File: src/rtl/reminder_scheduler.sv
// Multi-channel time-of-day reminder engine: seconds timebase, per-channel
// IDLE/ALERT/SNOOZE sequencers, LED/alarm outputs and a 1 PPS heartbeat.
module reminder_scheduler #(
  parameter int unsigned TICK_DIV      = 250000,
  parameter int unsigned SLOTS_PER_SEC = 200,
  parameter int unsigned NUM_CH        = 8,
  parameter int unsigned DAY_SEC       = 86400,
  parameter int unsigned SNOOZE_SEC    = 300,
  parameter int unsigned SEC_W         = 17
) (
  input  logic              clk_int,
  input  logic              rst_int,
  input  logic              cfg_we,
  input  logic [3:0]        cfg_ch,
  input  logic              cfg_en,
  input  logic [SEC_W-1:0]  cfg_sec,
  input  logic [NUM_CH-1:0] ack,
  input  logic              stop_sw,
  input  logic              snooze,
  output logic [SEC_W-1:0]  tod,
  output logic [NUM_CH-1:0] led,
  output logic              led_1pps,
  output logic              cube,
  output logic [3:0]        alarm_id
);

  localparam int unsigned PRE_W  = (TICK_DIV > 1) ? $clog2(TICK_DIV) : 1;
  localparam int unsigned SLOT_W = (SLOTS_PER_SEC > 1) ? $clog2(SLOTS_PER_SEC) : 1;
  localparam int unsigned SNZ_W  = $clog2(SNOOZE_SEC + 1);

  typedef enum logic [1:0] {
    ST_IDLE   = 2'd0,
    ST_ALERT  = 2'd1,
    ST_SNOOZE = 2'd2
  } ch_state_e;

  logic [PRE_W-1:0]  pre_q, pre_d;
  logic [SLOT_W-1:0] slot_q, slot_d;
  logic [SEC_W-1:0]  tod_q, tod_d;
  logic              pps_q, pps_d;
  logic              slot_tick, sec_tick;

  ch_state_e         st_q  [NUM_CH];
  ch_state_e         st_d  [NUM_CH];
  logic [SNZ_W-1:0]  snz_q [NUM_CH];
  logic [SNZ_W-1:0]  snz_d [NUM_CH];
  logic [SEC_W-1:0]  tgt_q [NUM_CH];
  logic [SEC_W-1:0]  tgt_d [NUM_CH];
  logic [NUM_CH-1:0] en_q, en_d;

  logic [NUM_CH-1:0] led_q, led_d;
  logic              cube_q, cube_d;
  logic [3:0]        aid_q, aid_d;
  logic              aid_found;

  // Timebase: prescaler -> slot counter -> seconds of day and heartbeat
  always_comb begin
    slot_tick = (pre_q == PRE_W'(TICK_DIV - 1));
    sec_tick  = slot_tick && (slot_q == SLOT_W'(SLOTS_PER_SEC - 1));
    pre_d     = slot_tick ? '0 : pre_q + PRE_W'(1);
    slot_d    = slot_q;
    tod_d     = tod_q;
    pps_d     = pps_q;
    if (slot_tick) begin
      slot_d = (slot_q == SLOT_W'(SLOTS_PER_SEC - 1)) ? '0 : slot_q + SLOT_W'(1);
    end
    if (sec_tick) begin
      tod_d = (tod_q == SEC_W'(DAY_SEC - 1)) ? '0 : tod_q + SEC_W'(1);
      pps_d = ~pps_q;
    end
  end

  // Channel sequencers; branch order encodes cfg > stop > ack > snooze > tick
  always_comb begin
    for (int i = 0; i < NUM_CH; i++) begin
      st_d[i]  = st_q[i];
      snz_d[i] = snz_q[i];
      tgt_d[i] = tgt_q[i];
      en_d[i]  = en_q[i];
      if (cfg_we && (cfg_ch == 4'(i))) begin
        en_d[i]  = cfg_en;
        tgt_d[i] = cfg_sec;
        st_d[i]  = ST_IDLE;
      end else if (stop_sw || ack[i]) begin
        st_d[i] = ST_IDLE;
      end else if (snooze && (st_q[i] == ST_ALERT)) begin
        st_d[i]  = ST_SNOOZE;
        snz_d[i] = SNZ_W'(SNOOZE_SEC);
      end else if (sec_tick) begin
        case (st_q[i])
          // Match against the post-increment time so led rises with tod
          ST_IDLE: begin
            if (en_q[i] && (tgt_q[i] == tod_d)) begin
              st_d[i] = ST_ALERT;
            end
          end
          ST_SNOOZE: begin
            if (snz_q[i] == SNZ_W'(1)) begin
              st_d[i] = ST_ALERT;
            end else begin
              snz_d[i] = snz_q[i] - SNZ_W'(1);
            end
          end
          default: begin
          end
        endcase
      end
    end
  end

  // Output decode from next state; cube follows the registered led
  always_comb begin
    aid_d     = '0;
    aid_found = 1'b0;
    cube_d    = |led_q;
    for (int i = 0; i < NUM_CH; i++) begin
      led_d[i] = (st_d[i] == ST_ALERT);
      if (!aid_found && led_d[i]) begin
        aid_d     = 4'(i);
        aid_found = 1'b1;
      end
    end
  end

  always_ff @(posedge clk_int or negedge rst_int) begin
    if (!rst_int) begin
      pre_q  <= '0;
      slot_q <= '0;
      tod_q  <= '0;
      pps_q  <= 1'b0;
      en_q   <= '0;
      led_q  <= '0;
      cube_q <= 1'b0;
      aid_q  <= '0;
      for (int i = 0; i < NUM_CH; i++) begin
        st_q[i]  <= ST_IDLE;
        snz_q[i] <= '0;
        tgt_q[i] <= '0;
      end
    end else begin
      pre_q  <= pre_d;
      slot_q <= slot_d;
      tod_q  <= tod_d;
      pps_q  <= pps_d;
      en_q   <= en_d;
      led_q  <= led_d;
      cube_q <= cube_d;
      aid_q  <= aid_d;
      for (int i = 0; i < NUM_CH; i++) begin
        st_q[i]  <= st_d[i];
        snz_q[i] <= snz_d[i];
        tgt_q[i] <= tgt_d[i];
      end
    end
  end

  assign tod      = tod_q;
  assign led      = led_q;
  assign led_1pps = pps_q;
  assign cube     = cube_q;
  assign alarm_id = aid_q;

endmodule

File: config.mk
export PLATFORM = sky130hd
export DESIGN_NAME = reminder_scheduler
export DESIGN_NICKNAME = d
export VERILOG_FILES = /design/src/rtl/reminder_scheduler.sv
export SDC_FILE = /design/constraint.sdc
export NUM_CORES = 1
export LEC_CHECK = 0
export ABC_AREA = 1
export CAP_MARGIN = 20
export CORE_MARGIN = 2
export CORE_UTILIZATION = 25
export DETAILED_ROUTE_END_ITERATION = 8
export PLACE_DENSITY = 0.43
export SLEW_MARGIN = 5
export SYNTH_ARGS = -nofsm -noshare
export SYNTH_HDL_FRONTEND = slang
export SYNTH_SLANG_ARGS = --single-unit
File: constraint.sdc
create_clock -name clk_int -period 3.1 [get_ports clk_int]
set_input_delay 0.775 -clock clk_int [delete_from_list [all_inputs] [get_ports clk_int]]
set_output_delay 0.775 -clock clk_int [all_outputs]
set_load 0.03 [all_outputs]
# --- After elaboration in Yosys (flattened, before gate mapping) ---
# Cells that the tools add are included.
totals:
  register_bits: 289
  latchBits: 0
  mem_bits_rw: 0
  rom_bits: 0
  out_inout_bits: 31
  wordCells: 312
  mem_count: 0
op_classes:
  add_sub_neg: 11
  n_mul: 0
  div_mod_pow: 0
  n_lt_le_gt_ge: 0
  n_eq_ne: 58
  shifts: 0
  mux: 106
  bitwise: 17
  n_reduce_logical: 81
ops:
  columns: ["op", "count"]
  rows:
  - ["2-to-1 mux 9 bit", 32]
  - ["equality test 17 bit", 8]
  - ["2-to-1 mux 2 bit", 48]
  - ["equality test 9 x 1 -> 1 bit (second input constant)", 8]
  - ["subtractor 9 x 1 -> 9 bit (second input constant)", 8]
  - ["AND reduction 5 bit", 8]
  - ["2-to-1 mux 17 bit", 2]
  - ["equality test 2 x 1 -> 1 bit (second input constant)", 16]
  - ["logical AND 1 bit", 32]
  - ["case mux 2 bit (2 select lines)", 8]
  - ["nonzero test 2 bit", 16]
  - ["2-to-1 mux 4 bit", 6]
  - ["adder 18 x 1 -> 18 bit (second input constant)", 1]
  - ["equality test 18 bit (second input constant)", 1]
  - ["2-to-1 mux 18 bit", 1]
  - ["adder 17 x 1 -> 17 bit (second input constant)", 1]
  - ["equality test 17 bit (second input constant)", 1]
  - ["inverter 1 bit", 17]
  - ["equality test 2 bit (second input constant)", 8]
  - ["equality test 4 x 3 -> 1 bit (second input constant)", 4]
  - ["logical NOT 2 bit", 8]
  - ["!= test 2 bit (second input constant)", 8]
  - ["adder 8 x 1 -> 8 bit (second input constant)", 1]
  - ["equality test 4 x 2 -> 1 bit (second input constant)", 2]
  - ["8 further kinds", 28]

# --- Depth between registers and ports, before layout ---
logic_depth:
  word_depth: 34
  mapped_depth: 24

# --- Worst setup path after synthesis ---
# No wires, ideal clock.
synth_timing:
  kind: "register -> register"
  startpoint: "reg tod_q[1] (netlist: tod[1])"
  endpoint: "reg aid_q[2] (netlist: alarm_id[2])"
  setup_time_ns: 0.124
  arrival_ns: 2.538
  required_ns: 2.976
  path_slack_ns: 0.438
  path_stages_with_launch: 24
  path_cell_list: "dfrtp_1 ha_1 nand3_1 nor2_2 nand3_1 nand2_1 nand2_1 nand3_2 nand2_2 buf_6 nand2_1 nand2_1 nor2_1 nand2_1 nor2_1 nand3_1 nand2_1 nand3_2 nand2_2 inv_2 nand4_1 nor2_2 nor2_1 nand2_1"
synth_between:
  elab_chain_cells: 34
  elab_cells_between_ends: 102
synth_lines:
  columns: ["item", "line_no", "rtl"]
  rows:
  - ["start: declaration", "39", "logic [SEC_W-1:0] tod_q, tod_d;"]
  - ["start signal: assignment", "143", "tod_q <= tod_d;"]
  - ["adder 17 x 1 -> 17 bit or equality test 17 bit (tied branches)", "68", "tod_d = (tod_q == SEC_W'(DAY_SEC - 1)) ? '0 : tod_q + SEC_W'(1);"]
  - ["2-to-1 mux 17 bit *", "68", null]
  - ["2-to-1 mux 17 bit *", "67", "if (sec_tick) begin"]
  - ["net tod_d[14]", "39", null]
  - ["equality test 17 bit", "93", "if (en_q[i] && (tgt_q[i] == tod_d)) begin"]
  - ["logical AND 1 bit", "93", null]
  - ["2-to-1 mux 2 bit", "93", null]
  - ["case mux 2 bit (2 select lines)", "90", "case (st_q[i])"]
  - ["(+20 left out)", null, null]
  - ["2-to-1 mux 1 bit", "118", "if (!aid_found && led_d[i]) begin"]
  - ["logical NOT 1 bit", "118", null]
  - ["logical AND 1 bit", "118", null]
  - ["2-to-1 mux 1 bit", "118", null]
  - ["logical NOT 1 bit", "118", null]
  - ["logical AND 1 bit", "118", null]
  - ["2-to-1 mux 4 bit *", "118", null]
  - ["net aid_d[2]", "53", "logic [3:0] aid_q, aid_d;"]
  - ["end signal: assignment", "148", "aid_q <= aid_d;"]
  - ["end: declaration", "53", null]
# Mark *: on every way through the listed nets, which the timed path passes. The rest lies on a longest branch.
# A chain may end at the register's enable or synchronous reset.

# --- Final worst setup path ---
layout_timing:
  startpoint: "reg pre_q[1]"
  endpoint: "reg aid_q[2] (netlist: alarm_id[2])"
layout_between:
  elab_chain_cells: 34
  elab_cells_between_ends: 101
layout_lines:
  columns: ["item", "line_no", "rtl"]
  rows:
  - ["start: declaration", "37", "logic [PRE_W-1:0] pre_q, pre_d;"]
  - ["start signal: assignment", "141", "pre_q <= pre_d;"]
  - ["equality test 18 bit *", "58", "slot_tick = (pre_q == PRE_W'(TICK_DIV - 1));"]
  - ["logical AND 1 bit *", "59", "sec_tick = slot_tick && (slot_q == SLOT_W'(SLOTS_PER_SEC - 1));"]
  - ["2-to-1 mux 17 bit", "67", null]
  - ["equality test 17 bit", "93", null]
  - ["logical AND 1 bit", "93", null]
  - ["2-to-1 mux 2 bit", "93", null]
  - ["case mux 2 bit (2 select lines)", "90", null]
  - ["2-to-1 mux 2 bit", "89", "end else if (sec_tick) begin"]
  - ["(+19 left out)", null, null]
  - ["2-to-1 mux 1 bit", "118", null]
  - ["logical NOT 1 bit", "118", null]
  - ["logical AND 1 bit", "118", null]
  - ["2-to-1 mux 1 bit", "118", null]
  - ["logical NOT 1 bit", "118", null]
  - ["logical AND 1 bit", "118", null]
  - ["2-to-1 mux 4 bit *", "118", null]
  - ["net aid_d[2]", "53", null]
# Marked as above.

==> results.yml <==
routing:
  first_pass_iters: 5
  routedWlPerCell_um: 16.7
  wl_mm: 51.8
  vias: 14039
  via_per_inst: 4.51
  first_iter_violations: 786
  ant_nets: 0
  drc: 0
die:
  die_h_um: 253
  start_util: 0.252
  die_w_um: 253
  io_pins: 66
  core_area_um2: 61400
  fp.dieArea_um2: 63800
  row_count: 91
synthesis:
  yosys.area_share.xor_xnor: 0.0260
  ys_seq_area_frac: 0.467
  synthSimpleGateAreaFrac: 0.294
  ys_top_cells_by_area: "dfrtp_1, nand2_1, inv_1"
  syn_area_um2: 15400
  synth_compound_area_frac: 0.111
  synthAdderAreaFrac: 0.0154
  synth_cells: 2005
  syn_avg_cell_area_um2: 7.71
  synth_mux_area_frac: 0
  syn_nets: 2059
  synthDistinctLibCells: 54
  ys_warn_count: 0
  yosys_register_bits: 288
  synth.largest_area_cell: "dfrtp_1"
  synth_top_area_share: 0.467
  synth_top_family_by_area: "simple AND/OR/NAND/NOR gates"
grt:
  grt_busiest_layer: "met2"
  grtUsageMet3: 0.0231
  overflow: 0
  grt_max_degree: 73
  antenna_found_initial: 2
  met1_usage: 0.217
  grt_util_met2: 0.269
  grt_pass1_wl_mm: 79.2
  grt_pass1_vias: 13789
  grt_usage: 0.162
worst_setup_path:
  crit_path_start_kind: "flip-flop"
  crit_arrival_ps: 3350
  setup.worst_path.start: "pre_q[1]"
  critPathKind: "reg -> reg"
  crit_fanout: 5
  ff2ff_setup_slack_ps: 180
  worst_setup_path_end_kind: "flip-flop"
  r2r-end: "alarm_id[2]"
  worstPathRequired_ps: 3530
  r2r_cells: 19
  reg2reg_from: "pre_q[1]"
layout:
  syn_to_final_growth_pct: 32.3
  fillers: 6412
  seqCellArea_um2: 7220
  fin_area_um2: 20400
  multiInputGateArea_um2: 7400
  fin_util: 0.333
  instances_no_fill: 3113
  nets: 2355
  drive_gt1_frac: 0.197
hold_path:
  min_path_type: "in -> async"
clock_network:
  root_buffer: "clkbuf_16"
  ctsHtreeMaxLevel: 2
  cts.sinks: 288
  cts_tree: "yes"
  clk_pin_slew_ps: 50
  cts_max_path_buffers: 3
  clk_latency_ps: 550
  cts_buffers: 37
timing:
  relSlewSlack: 0.452
  slew_viol_final: 0
  tightestPinTransition_ps: 815
  clock-skew-final_ps: 26.9
  hold_violations: 0
  period_share: 0.942
  finalSetupViolations: 0
  fin_crit_ps: 2920
  fmax_ghz: 0.342
  tns_ps: 0
job:
  drv_cap: 0
placed_design:
  routabilityCongestion: 0.879
  hpwl_mm: 39.0
  io_buffers: 64
  placedCellCount: 3032
  place_area_um2: 18600
power:
  ir_drop_mv: 0.321
  power_density_nw_per_um2: 485
  leakage_uw: 0.00984
outcome:
  status: "complete, no violations"
-- Yosys cell counts, drive strengths merged --
master   number
nand2       500
dfrtp       288
inv         288
nor2        257
o21ai       198
nand3       116
a21oi        74
nor3         43
xor2         36
nand3b       32
clkbuf       25
nand4        23
o22ai        23
ha           19
buf          17
or2          13
nor4         12
xnor2         9
o211ai        5
a31oi         4
clkinv        4
o2111ai       4
and3          3
o31ai         3
a21boi        2
nor3b         2
a221oi        1
a31o          1
conb          1
o21a          1
o41ai         1
-- layout make-up --
| type | count | share of cell area |
|---|---|---|
| Clock inverter | 9 | 0.00288 |
| Antenna cell | 1 | 0.000122 |
| Timing Repair Buffer | 295 | 0.128 |
| Tap cell | 790 | 0.0484 |
| Clock buffer | 51 | 0.0523 |
| Multi-Input combinational cell | 1387 | 0.362 |
| Sequential cell | 288 | 0.353 |
| Inverter | 292 | 0.0539 |
-- routing by layer --
layer,part of all wire,vias up
met1,0.45,6682
met4,0.027,0
li1,-,6997
met2,0.48,290
met3,0.045,70
met5,0,-
-- logic make-up after synthesis --
family | count (synthesis)
buffers and inverters | 334
AND/OR/NAND/NOR | 1001
other | 1
AO/OA/AOI/OAI | 317
adder cells (fa/ha/maj) | 19
flip-flops | 288
XOR/XNOR | 45
-- power breakdown --
| part | switching [uW] | leakage (uW) | internal, uW | total (uW) |
|---|---|---|---|---|
| combinational | 764 | 0.00563 | 515 | 1280 |
| clock | 1690 | 0.000560 | 2400 | 4090 |
| sequential | 343 | 0.00365 | 4210 | 4550 |
| total | 2800 | 0.00984 | 7120 | 9920 |
-- how the worst max path moves through the flow --
stage,to,slack (ps),cells past startpoint
3_3_place_gp,alarm_id[2],-150,16
2_1_floorplan,alarm_id[2],440,23
5_1_grt,alarm_id[2],-50,24
3_5_place_dp,snz_q[16],-70,11
6_report,alarm_id[2],180,19
4_1_cts,alarm_id[0],9,18
-- per-stage QoR --
| stage | worst slack, ps | hold WS [ps] | total power, uW |
|---|---|---|---|
| CTS | 9.13 | 206 | 10000 |
| detailed placement | -71.2 | 465 | 5840 |
| finish | 179 | 205 | 9920 |
| floorplan | 438 | 430 | 5300 |
| global placement | -151 | 449 | 5830 |
| global route | -48.7 | 225 | 10500 |
-- timing repair --
item | 4_1_cts | 5_1_grt
buffers inserted | 0 | 16
endpoints found under the hold margin | 0 | 0
gates cloned | 2 | 2
gates resized for setup | 6 | 122
hold buffers | 0 | 0
pin swaps | 3 | 37
setup endpoints to repair | 3 | 24
-- placed cells by master (no fill, tap or decap), types with 38 or more instances in the layout --
cell,count
a21oi_1,74
buf_4,204
clkbuf_16,38
clkdlybuf4s50_1,63
dfrtp_1,280
inv_1,277
nand2_1,449
nand3_1,91
nor2_1,211
o21ai_0,190
-- flip-flops by register name, summed over array words and instances (netlist names) --
name,count
led,8
led_1pps,1
tgt_q,136
tod,17
pre_q,18
slot_q,8
cube,1
snz_q,72
en_q,8
st_q,16
alarm_id,3
-- worst max-delay path: stages, from the launching register on --
cell	delay [ps]
dfrtp_1	380
ha_4	160
nand3_2	100
nor2_4	190
nand3_4	150
nor2_8	200
buf_6	140
nand2_4	90
nand2_8	120
buf_12	100
xor2_1	200
nand4_1	140
nor2_2	150
nand3_2	120
nand2_2	120
nand3_4	90
nand4_1	130
nor2_2	40
nor2_1	100
nand2_1	60
No activity file was read; power rests on OpenSTA's default activity.
